`config.mk`:
```
export PLATFORM = sky130hd
export DESIGN_NAME = seg_scan_scheduler
export DESIGN_NICKNAME = d
export VERILOG_FILES = /design/src/rtl/seg_scan_scheduler.sv
export SDC_FILE = /design/constraint.sdc
export NUM_CORES = 1
export LEC_CHECK = 0
export ABC_AREA = 0
export BUFFER_PORTS_ARGS = -buffer_cell sky130_fd_sc_hd__buf_2
export CORE_ASPECT_RATIO = 0.8
export CORE_MARGIN = 2
export CORE_UTILIZATION = 25
export DETAILED_ROUTE_END_ITERATION = 12
export PLACE_DENSITY = 0.47
export SETUP_SLACK_MARGIN = 0.3
export SYNTH_ARGS = -nofsm -noshare
export SYNTH_HDL_FRONTEND = slang
export SYNTH_SLANG_ARGS = --single-unit
```
`constraint.sdc`:
```
create_clock -name clock -period 4 [get_ports clock]
set_clock_uncertainty 0.2 [all_clocks]
set_input_delay 0.8 -clock clock [delete_from_list [all_inputs] [get_ports clock]]
set_output_delay 0.8 -clock clock [all_outputs]
set_load 0.01 [all_outputs]
```
`src/rtl/seg_scan_scheduler.sv`:
```
// seg_scan_scheduler: anode scan scheduler for an up-to-8-digit seven-segment
// display. Double-buffered digit registers (shadow written via valid/ready,
// copied to active atomically at the frame wrap), per-slot blanking interval
// against ghosting, per-slot enable / force-blank / leading-zero suppression.
// Optional feature: define SEG_SCAN_DIM_EN to add the 2-bit `dim` input that
// shortens the lit part of each SHOW window to (dim+1)/4 of its length.
module seg_scan_scheduler #(
  parameter int DIGITS       = 8,
  parameter int TICK_DIV     = 100000,
  parameter int BLANK_CYCLES = 16
) (
  input  logic       clock,
  input  logic       reset,
  input  logic       run,
  input  logic       wr_valid,
  output logic       wr_ready,
  input  logic [2:0] wr_addr,
  input  logic [4:0] wr_data,
  input  logic       commit,
  output logic       commit_done,
  input  logic [7:0] enable_mask,
  input  logic       lz_suppress,
`ifdef SEG_SCAN_DIM_EN
  input  logic [1:0] dim,
`endif
  output logic [7:0] AN,
  output logic [3:0] digit,
  output logic       digit_blank,
  output logic [2:0] slot_idx,
  output logic       frame_done
);

  localparam int CW       = (TICK_DIV > 2) ? $clog2(TICK_DIV) : 1;
  localparam int SHOW_LEN = TICK_DIV - BLANK_CYCLES;

  localparam logic [CW-1:0] BLANK_LAST = CW'(BLANK_CYCLES - 1);
  localparam logic [CW-1:0] SHOW_LAST  = CW'(SHOW_LEN - 1);
  localparam logic [2:0]    SLOT_LAST  = 3'(DIGITS - 1);

  typedef enum logic {BLANK, SHOW} state_t;

  state_t               state_q, state_d;
  logic [2:0]           slot_q, slot_d;
  logic [CW-1:0]        cnt_q, cnt_d;
  logic                 frame_done_q, frame_done_d;
  logic                 pending_q, pending_d;
  logic                 commit_done_q, commit_done_d;
  logic [DIGITS-1:0][4:0] shadow_q, shadow_d;
  logic [DIGITS-1:0][4:0] active_q, active_d;
  logic [7:0]           an_q, an_d;
  logic [3:0]           digit_q, digit_d;
  logic                 blank_q, blank_d;

  logic                 do_copy;
  logic [DIGITS-1:0]    supp;
  logic                 zero_run;
  logic [4:0]           sel_data;
  logic                 sel_supp;
  logic                 window_lit;
  logic                 lit;

  // Slot/phase sequencer: BLANK then SHOW per slot, wrap after the last slot.
  always_comb begin
    state_d      = state_q;
    slot_d       = slot_q;
    cnt_d        = cnt_q + 1'b1;
    frame_done_d = 1'b0;
    if (!run) begin
      state_d = BLANK;
      slot_d  = 3'd0;
      cnt_d   = '0;
    end else if (state_q == BLANK) begin
      if (cnt_q == BLANK_LAST) begin
        state_d = SHOW;
        cnt_d   = '0;
      end
    end else if (cnt_q == SHOW_LAST) begin
      state_d = BLANK;
      cnt_d   = '0;
      if (slot_q == SLOT_LAST) begin
        slot_d       = 3'd0;
        frame_done_d = 1'b1;
      end else begin
        slot_d = slot_q + 3'd1;
      end
    end
  end

  // Shadow writes and the shadow->active copy; while a commit is pending the
  // write port is closed so the snapshot stays exactly what was committed.
  always_comb begin
    shadow_d      = shadow_q;
    active_d      = active_q;
    pending_d     = pending_q;
    do_copy       = pending_q && (frame_done_d || !run);
    commit_done_d = do_copy;
    if (wr_valid && !pending_q) begin
      for (int k = 0; k < DIGITS; k++)
        if (wr_addr == 3'(k)) shadow_d[k] = wr_data;
    end
    if (do_copy) begin
      active_d  = shadow_q;
      pending_d = 1'b0;
    end else if (commit) begin
      pending_d = 1'b1;
    end
  end

  // Per-slot visibility, evaluated against the post-edge state so outputs
  // change on the same edge as slot/state.
  always_comb begin
    zero_run = 1'b1;
    supp     = '0;
    sel_data = '0;
    sel_supp = 1'b0;
    for (int k = DIGITS - 1; k >= 0; k--) begin
      zero_run = zero_run && (active_d[k][3:0] == 4'd0);
      supp[k]  = lz_suppress && zero_run && (k != 0);
    end
    for (int k = 0; k < DIGITS; k++) begin
      if (slot_d == 3'(k)) begin
        sel_data = active_d[k];
        sel_supp = supp[k];
      end
    end
`ifdef SEG_SCAN_DIM_EN
    window_lit = (int'(cnt_d) < (((int'(dim) + 1) * SHOW_LEN) / 4));
`else
    window_lit = 1'b1;
`endif
    lit = (state_d == SHOW) && window_lit && enable_mask[slot_d] &&
          !sel_data[4] && !sel_supp;
    an_d    = lit ? ~(8'd1 << slot_d) : 8'hFF;
    digit_d = lit ? sel_data[3:0] : 4'd0;
    blank_d = !lit;
  end

  // State, buffers and registered outputs.
  always_ff @(posedge clock) begin
    if (reset) begin
      state_q       <= BLANK;
      slot_q        <= 3'd0;
      cnt_q         <= '0;
      frame_done_q  <= 1'b0;
      pending_q     <= 1'b0;
      commit_done_q <= 1'b0;
      shadow_q      <= '0;
      active_q      <= '0;
      an_q          <= 8'hFF;
      digit_q       <= 4'd0;
      blank_q       <= 1'b1;
    end else begin
      state_q       <= state_d;
      slot_q        <= slot_d;
      cnt_q         <= cnt_d;
      frame_done_q  <= frame_done_d;
      pending_q     <= pending_d;
      commit_done_q <= commit_done_d;
      shadow_q      <= shadow_d;
      active_q      <= active_d;
      an_q          <= an_d;
      digit_q       <= digit_d;
      blank_q       <= blank_d;
    end
  end

  assign wr_ready    = !pending_q;
  assign commit_done = commit_done_q;
  assign frame_done  = frame_done_q;
  assign AN          = an_q;
  assign digit       = digit_q;
  assign digit_blank = blank_q;
  assign slot_idx    = slot_q;

endmodule

```
==> impl_metrics.json, run 1 <==
{
  "clockBufferDepth": 2,
  "cap_violations": 0,
  "dp_slack_ns": 0.611,
  "cts_resized": 0,
  "clock_sinks": 117,
  "numCtsBuffers": 17,
  "crit_chain": "ha_1 -> and3_1 -> nand3_2 -> o31ai_2 -> buf_4 -> nand2_1 -> o21ai_1 -> nand2_1 -> and3_1 -> a32o_2 -> o2111a_1",
  "overflow": 0,
  "synth_top_family_by_area": "simple AND/OR/NAND/NOR gates",
  "synth-edff-count": 0,
  "yosys.area_share.simple": 0.218,
  "ys_types": 59,
  "p_per_area_nw_per_um2": 464,
  "antenna_found_initial": 0,
  "grt_usage": 0.147,
  "hpwl_um": 11000,
  "row_count": 46,
  "core_area_um2": 19900,
  "muxShareOfSynthArea": 0.154,
  "cts_setup_buffers": 0,
  "slew_headroom": 0.244,
  "io_buffers": 40,
  "drt_iter0_markers": 388,
  "setup_violations": 0,
  "cpMaxStageDelayCell": "o31ai_2",
  "finalHoldViolations": 0,
  "syn_to_final_growth_pct": 20.3,
  "grt_max_degree": 86,
  "crit_family": "compound AO/OA/AOI/OAI gates",
  "drc": 0,
  "grt_pass1_wl_um": 23900,
  "postRouteAntennaNets": 0,
  "cts_tree": "yes",
  "nets": 623,
  "final_layout_size_suffix_gt1_frac": 0.155,
  "synth_ff_type": "dfxtp_1",
  "min_period_ns": 3.35,
  "dr_total_vias": 4243,
  "hold_class": "flip-flop to flip-flop",
  "syn_inst": 564,
  "holdBufCountCts": 0,
  "yosys.area_share.adder": 0.00735,
  "worstSetupStartpointType": "flip-flop",
  "outcome": "finished clean",
  "yosysSeqAreaShare": 0.458,
  "synth_warnings": 0,
  "syn_area_um2": 5110,
  "synth_compound_area_frac": 0.103,
  "h-tree-depth": 4,
  "path_clk_slew_ns": 0.06,
  "start_util": 0.257,
  "critical_path_buf_inv_count": 1,
  "num_antenna_cells": 0,
  "slew_violations": 0,
  "viasPerCell": 4.85,
  "end_kind": "flip-flop",
  "crit_required_ns": 4.11,
  "grt_pass1_vias": 4144,
  "fp.dieH_um": 132,
  "crit_path_max_incr_delay_ns": 0.81,
  "critPathMaxFanout": 13,
  "rsz0062_at_grt": "false",
  "die_w_um": 164,
  "ir_worst_vdd_uv": 266,
  "setup_slack_ns": 0.654,
  "wl_per_cell_um": 17.1,
  "synth_seq_cells": 117,
  "fmax_mhz": 299,
  "wl_um": 15000,
  "synth-async-reset-ratio": 0,
  "dieArea_um2": 21600,
  "period_share": 0.837,
  "synth-xor-area-share": 0.0223,
  "cts_root_buffer": "clkbuf_16",
  "syn_avg_cell_area_um2": 9.06,
  "place_congestion": 0.834,
  "firstDrtPassIters": 7,
  "arrival_ns": 3.46,
  "ios": 41,
  "tightest_slew_ns": 1.13,
  "p_leak_nw": 2.56,
  "fin_tns_setup_ns": 0,
  "synth_fp_nets": 589,
  "path_class": "flip-flop to flip-flop",
  "clk_latency_ns": 0.42
}
report_power, final:
group,switching [W],internal [W],leakage (nW)
sequential,0.0000118,0.00118,0.944
combinational,0.0000728,0.0000405,1.33
clock,0.000556,0.000995,0.286
total,0.000641,0.00221,2.56
path summary, 6_finish.rpt:
kind                       start                   to  slack [ns]  cells after the start
min          cnt_q[0]$_SDFF_PP0_  cnt_q[0]$_SDFF_PP0_        0.25                      1
max reg2reg  cnt_q[0]$_SDFF_PP0_  digit[2]$_SDFF_PP0_        0.65                     11
max          cnt_q[0]$_SDFF_PP0_  digit[2]$_SDFF_PP0_        0.65                     11
min reg2reg  cnt_q[0]$_SDFF_PP0_  cnt_q[0]$_SDFF_PP0_        0.25                      1
state kept, by name, summed over array words and instances (netlist names), 3 cells and up:
signal    cells
active_q     40
shadow_q     40
AN            8
slot_idx      3
cnt_q        17
digit         4
cell usage in the layout (no fill, tap or decap), drive strengths merged, types with 3 or more instances in the layout:
cell      instances
o21ai            14
clkinvlp          3
or3               3
dfxtp           117
nor2            106
nand3            21
and3              8
buf              49
xnor2             5
o21a              3
bufinv            3
nor3b             4
a21oi            22
inv               5
clkinv            5
xor2              8
nor3             11
nand4             5
a31oi             5
nand2            56
o22ai             4
clkbuf           20
nor4             11
and4              3
ha                3
mux2i            76
nor2b             3
cell type report:
class | count | area, um^2
Fill cell | 2111 | 13800
Inverter | 4 | 15.0
Multi-Input combinational cell | 409 | 2590
Clock inverter | 12 | 154
Timing Repair Buffer | 49 | 268
Sequential cell | 117 | 2340
Clock buffer | 20 | 447
Tap cell | 264 | 330
metal layers:
| layer | global-route usage | wire length, um | vias to the layer above |
|---|---|---|---|
| li1 | - | - | 2065 |
| met2 | 0.186 | 5650 | 139 |
| met4 | 0.0492 | 212 | 0 |
| met1 | 0.227 | 7970 | 2022 |
| met5 | 0 | 0 | - |
| met3 | 0.0462 | 1160 | 17 |
kinds of logic after synthesis:
family | Yosys count
adder cells (fa/ha/maj) | 3
multiplexers | 78
flip-flops | 117
AO/OA/AOI/OAI | 76
XOR/XNOR | 13
buffers and inverters | 38
AND/OR/NAND/NOR | 239
worst register-to-register path, delay by kind of cell, from the launching register on:
| family | cells | cell delay (ns) |
|---|---|---|
| buf+inv | 1 | 0.28 |
| compound gates | 4 | 1.45 |
| fa+ha+maj | 1 | 0.19 |
| flops | 1 | 0.35 |
| simple gates | 5 | 0.78 |
stage by stage:
stage | utilization | total power, W | cell area, um^2 | instances | hold WS [ns]
CTS | 0.308 | 0.00288 | 6140 | 875 | 0.255
global route | 0.308 | 0.00296 | 6140 | 875 | 0.264
global placement | 0.278 | 0.00133 | 5540 | 843 | 0.222
detailed placement | 0.278 | 0.00133 | 5540 | 843 | 0.244
finish | 0.308 | 0.00285 | 6140 | 875 | 0.250
floorplan | - | 0.00129 | 5110 | 564 | 0.213
Yosys cell counts (3+ instances only):
cell      instances  area (um^2)
o21a_1            3         22.5
nand3_1          20          100
o22ai_1           4         25.0
nor4_1            9         56.3
clkbuf_1         23         86.3
dfxtp_1         117         2340
xnor2_1           5         43.8
nand2_1          56          210
a21oi_1          22          110
buf_6             5         56.3
mux2i_1          76          761
and3_1            8         50.1
xor2_1            8         70.1
nor3_1           10         50.1
nand4_1           5         31.3
and4_1            3         26.3
nor2_1          105          394
or3_1             3         18.8
a31oi_1           4         25.0
o21ai_0           8         40.0
inv_1             4         15.0
nor2b_1           3         18.8
buf_2             5         25.0
o21ai_1           5         25.0
nor3b_1           4         30.0
ha_1              3         37.5
Power figures use the tool's default switching activity.
==> run 2, diff against run 1 <==
clock period = 3.33 ns   (was 4 ns; I/O delays follow)
==> impl_metrics.json, run 2 (same netlist as run 1, synthesis figures left out) <==
{
  "outcome": "finished clean",
  "p_per_area_nw_per_um2": 520,
  "io_buffers": 40,
  "rsz0062_at_grt": "true",
  "min_period_ns": 2.92,
  "cap_violations": 0,
  "core_area_um2": 19900,
  "postRouteAntennaNets": 0,
  "setup_slack_ns": 0.407,
  "wl_per_cell_um": 17.4,
  "final_layout_size_suffix_gt1_frac": 0.215,
  "die_w_um": 164,
  "reg_top3": "active_q x40, shadow_q x40, cnt_q x17",
  "path_class": "flip-flop to flip-flop",
  "hold_class": "flip-flop to flip-flop",
  "clk_latency_ns": 0.43,
  "num_antenna_cells": 0,
  "arrival_ns": 3.04,
  "dp_slack_ns": 0.171,
  "row_count": 46,
  "dieArea_um2": 21600,
  "period_share": 0.878,
  "drt_iter0_markers": 498,
  "n_fill_cell": 2105,
  "multi_input_area_um2": 2710,
  "drc": 0,
  "place_inst": 855,
  "end_kind": "flip-flop",
  "viasPerCell": 4.87,
  "final_common_cell": "dfxtp_1",
  "finalHoldViolations": 0,
  "dr_total_vias": 4341,
  "clock_sinks": 117,
  "cts_tree": "yes",
  "numCtsBuffers": 17,
  "fmax_mhz": 342,
  "place_congestion": 0.850,
  "overflow": 0,
  "grt_pass1_wl_um": 23900,
  "grt_max_degree": 86,
  "nets": 640,
  "h-tree-depth": 4,
  "slew_violations": 0,
  "slew_headroom": 0.397,
  "antenna_found_initial": 0,
  "critPathMaxFanout": 13,
  "clockBufferDepth": 2,
  "p_leak_nw": 2.67,
  "ir_worst_vdd_uv": 245,
  "syn_to_final_growth_pct": 25.9,
  "grt_pass1_vias": 4031,
  "firstDrtPassIters": 5,
  "final_cells": 892,
  "path_clk_slew_ns": 0.06,
  "start_util": 0.257,
  "regArea_um2": 2350,
  "fp.dieH_um": 132,
  "tightest_slew_ns": 0.904,
  "grt_usage": 0.147,
  "crit_required_ns": 3.44,
  "wl_um": 15500,
  "fin_tns_setup_ns": 0,
  "worstSetupStartpointType": "flip-flop",
  "setup_violations": 0,
  "layout_common_cells": "dfxtp_1, nor2_1, mux2i_1, nand2_1, buf_2",
  "hpwl_um": 11200,
  "cts_root_buffer": "clkbuf_16",
  "ios": 41
}
-- run 2: cell count changes in the layout (fill, tap and decap cells not counted), sizes merged --
cell	previous run	this run
buf	49	66
bufinv	3	2
clkbuf	20	19
clkinv	5	7
-- run 2: stage by stage --
stage	hold WS (ns)	power [W]	util	area [um^2]
global route	0.264	0.00346	0.323	6430
global placement	0.233	0.00160	0.285	5680
CTS	0.247	0.00337	0.316	6290
floorplan	0.213	0.00155	-	5110
detailed placement	0.239	0.00160	0.285	5680
finish	0.241	0.00334	0.323	6430
-- run 2: area by class of cell --
| class | count | share of cell area |
|---|---|---|
| Clock buffer | 19 | 0.0673 |
| Clock inverter | 13 | 0.0208 |
| Inverter | 4 | 0.00233 |
| Multi-Input combinational cell | 409 | 0.421 |
| Sequential cell | 117 | 0.366 |
| Tap cell | 264 | 0.0514 |
| Timing Repair Buffer | 66 | 0.0718 |
-- run 2: layer usage --
layer / GRT usage / routed length [um]
met5: 0 / 0
met4: 0.0453 / 214
met3: 0.0387 / 926
met2: 0.185 / 5890
met1: 0.236 / 8500
-- run 2: timing repair --
action / in CTS / in global routing
hold buffers: 0 / 0
setup buffers: 2 / 3
pin swaps: 1 / 12
resized for setup: 5 / 28
setup endpoints to repair: 13 / 13
-- run 2: power breakdown --
group	total (W)	switching (W)	internal (W)
Clock	0.00177	0.000671	0.00109
Sequential	0.00143	0.0000143	0.00141
Combinational	0.000150	0.0000938	0.0000563
Total	0.00334	0.000780	0.00256
-- run 2: path summary, 6_finish.rpt --
path | start | end | slack, ns | depth (start not counted)
hold reg to reg | cnt_q[0]$_SDFF_PP0_ | cnt_q[0]$_SDFF_PP0_ | 0.24 | 1
hold / removal | cnt_q[0]$_SDFF_PP0_ | cnt_q[0]$_SDFF_PP0_ | 0.24 | 1
setup reg to reg | cnt_q[14]$_SDFF_PP0_ | digit[2]$_SDFF_PP0_ | 0.41 | 11
setup / recovery | cnt_q[14]$_SDFF_PP0_ | digit[2]$_SDFF_PP0_ | 0.41 | 11
-- run 2: critical path, stage by stage, from the launching register on --
cell	delay, ns
dfxtp_2	0.35
nor4_4	0.41
nand3_2	0.17
or3_4	0.41
o21a_1	0.15
buf_4	0.19
a21oi_1	0.15
nand2_1	0.09
a21o_1	0.18
a32o_2	0.25
buf_12	0.14
o2111a_1	0.12
==> run 3, diff against run 2 <==
CORE_UTILIZATION = 59   (was 25)
PLACE_DENSITY = 0.86   (was 0.47)
==> impl_metrics.json, run 3 (same netlist as run 1, synthesis figures left out) <==
{
  "grt_pass1_vias": 4253,
  "start_util": 0.605,
  "crit_path_max_incr_delay_ns": 0.46,
  "ir_worst_vdd_uv": 361,
  "antenna_found_initial": 1,
  "drt_iter0_markers": 952,
  "period_share": 0.976,
  "grt_pass1_wl_um": 21900,
  "outcome": "finished clean",
  "place_inst": 695,
  "numCtsBuffers": 17,
  "seqPwrFrac": 0.426,
  "hpwl_um": 9120,
  "end_kind": "flip-flop",
  "setup_slack_ns": 0.0800,
  "viasPerCell": 6.89,
  "place_congestion": 0.959,
  "postRouteAntennaNets": 0,
  "p_int_w": 0.00256,
  "firstDrtPassIters": 13,
  "cap_violations": 0,
  "final_cells": 753,
  "ios": 41,
  "arrival_ns": 3.44,
  "path_class": "flip-flop to flip-flop",
  "n_fill_cell": 495,
  "layout_common_cells": "dfxtp_1, nor2_1, mux2i_1, nand2_1, buf_2",
  "h-tree-depth": 4,
  "critPathMaxFanout": 7,
  "reg_top3": "active_q x40, shadow_q x40, cnt_q x17",
  "io_buffers": 40,
  "sw_frac_of_total": 0.236,
  "clock_sinks": 117,
  "crit_chain": "nor4_4 -> buf_4 -> and3_4 -> nand3_1 -> a21boi_0 -> o21ai_0 -> a31oi_1 -> and3_4 -> a32o_2 -> nand3_1",
  "hold_ws_ns": 0.208,
  "combPwrFrac": 0.050,
  "final_layout_size_suffix_gt1_frac": 0.250,
  "slew_violations": 0,
  "hold_class": "primary input to flip-flop",
  "fin_tns_setup_ns": 0,
  "cpMaxStageDelayCell": "a21boi_0",
  "slew_headroom": 0.405,
  "wl_um": 17900,
  "dp_slack_ns": 0.158,
  "cts_tree": "yes",
  "grt_usage": 0.310,
  "syn_to_final_growth_pct": 25.8,
  "setup_violations": 0,
  "utilization": 0.761,
  "die_w_um": 108,
  "fp.dieH_um": 87.2,
  "grt_max_degree": 86,
  "p_sw_w": 0.000791,
  "rsz0062_at_grt": "true",
  "row_count": 30,
  "p_per_area_nw_per_um2": 521,
  "final_common_cell": "dfxtp_1",
  "worstSetupStartpointType": "flip-flop",
  "path_clk_slew_ns": 0.06,
  "dieArea_um2": 9420,
  "holdBufCountCts": 0,
  "p_clk_frac": 0.524,
  "clk_latency_ns": 0.54,
  "clockBufferDepth": 2,
  "nets": 652,
  "wl_per_cell_um": 23.7,
  "finalHoldViolations": 0,
  "drc": 0,
  "overflow": 0,
  "cts_root_buffer": "clkbuf_8",
  "p_leak_nw": 2.73,
  "tightest_slew_ns": 0.890,
  "fmax_mhz": 308,
  "crit_required_ns": 3.52,
  "min_period_ns": 3.25,
  "dr_total_vias": 5191,
  "core_area_um2": 8450
}
-- run 3: layer usage --
metal	GRT usage	share of wire
met1	0.418	0.36
met3	0.0875	0.14
met2	0.474	0.42
met5	0	0
met4	0.122	0.076
-- run 3: worst paths after layout --
| check | from | to | slack, ns | cells after the start |
|---|---|---|---|---|
| setup / recovery | cnt_q[14]$_SDFF_PP0_ | AN[1]$_SDFF_PP1_ | 0.08 | 10 |
| hold / removal | commit | pending_q$_SDFFE_PP0P_ | 0.21 | 3 |
| setup reg to reg | cnt_q[14]$_SDFF_PP0_ | AN[1]$_SDFF_PP1_ | 0.08 | 10 |
| hold reg to reg | cnt_q[0]$_SDFF_PP0_ | cnt_q[0]$_SDFF_PP0_ | 0.25 | 1 |
-- run 3: area by class of cell --
cell class / instances / area [um^2] / area share
multi-input cells: 412 / 2850 / 0.443
flip-flops and latches: 117 / 2350 / 0.366
repair buffers: 75 / 509 / 0.0792
clock buffers: 19 / 432 / 0.0672
well taps: 112 / 140 / 0.0218
clock inverters: 13 / 133 / 0.0206
inverters: 4 / 15.0 / 0.00234
diodes: 1 / 2.50 / 0.000389
-- run 3: repair_timing --
item                                    4_1_cts  5_1_grt
pin swaps                                     3       17
cloned                                        1        3
setup buffers                                 3       18
endpoints found under the setup margin       13       13
resized for setup                            12       42
-- run 3: critical path, delay by kind of cell, from the launching register on --
family                 cells  cell delay [ns]
AOI/OAI and AO/OA          4             1.22
buffers and inverters      1             0.18
and+or+nand+nor            5             1.13
DFF                        1             0.37
-- run 3: through the flow --
stage | total power [W] | cell area [um^2]
after floorplan | 0.00155 | 5110
after global placement | 0.00158 | 5390
after detailed placement | 0.00159 | 5390
after CTS | 0.00329 | 6040
after global routing | 0.00342 | 6430
final | 0.00335 | 6430
-- run 3: power by group through the flow --
stage | sequential (W) | clock (W) | combinational, W
detailed placement | 0.00146 | 0 | 0.000133
global placement | 0.00145 | 0 | 0.000130
global route | 0.00143 | 0.00182 | 0.000173
CTS | 0.00143 | 0.00173 | 0.000136
finish | 0.00143 | 0.00175 | 0.000166
floorplan | 0.00145 | 0 | 0.0000972
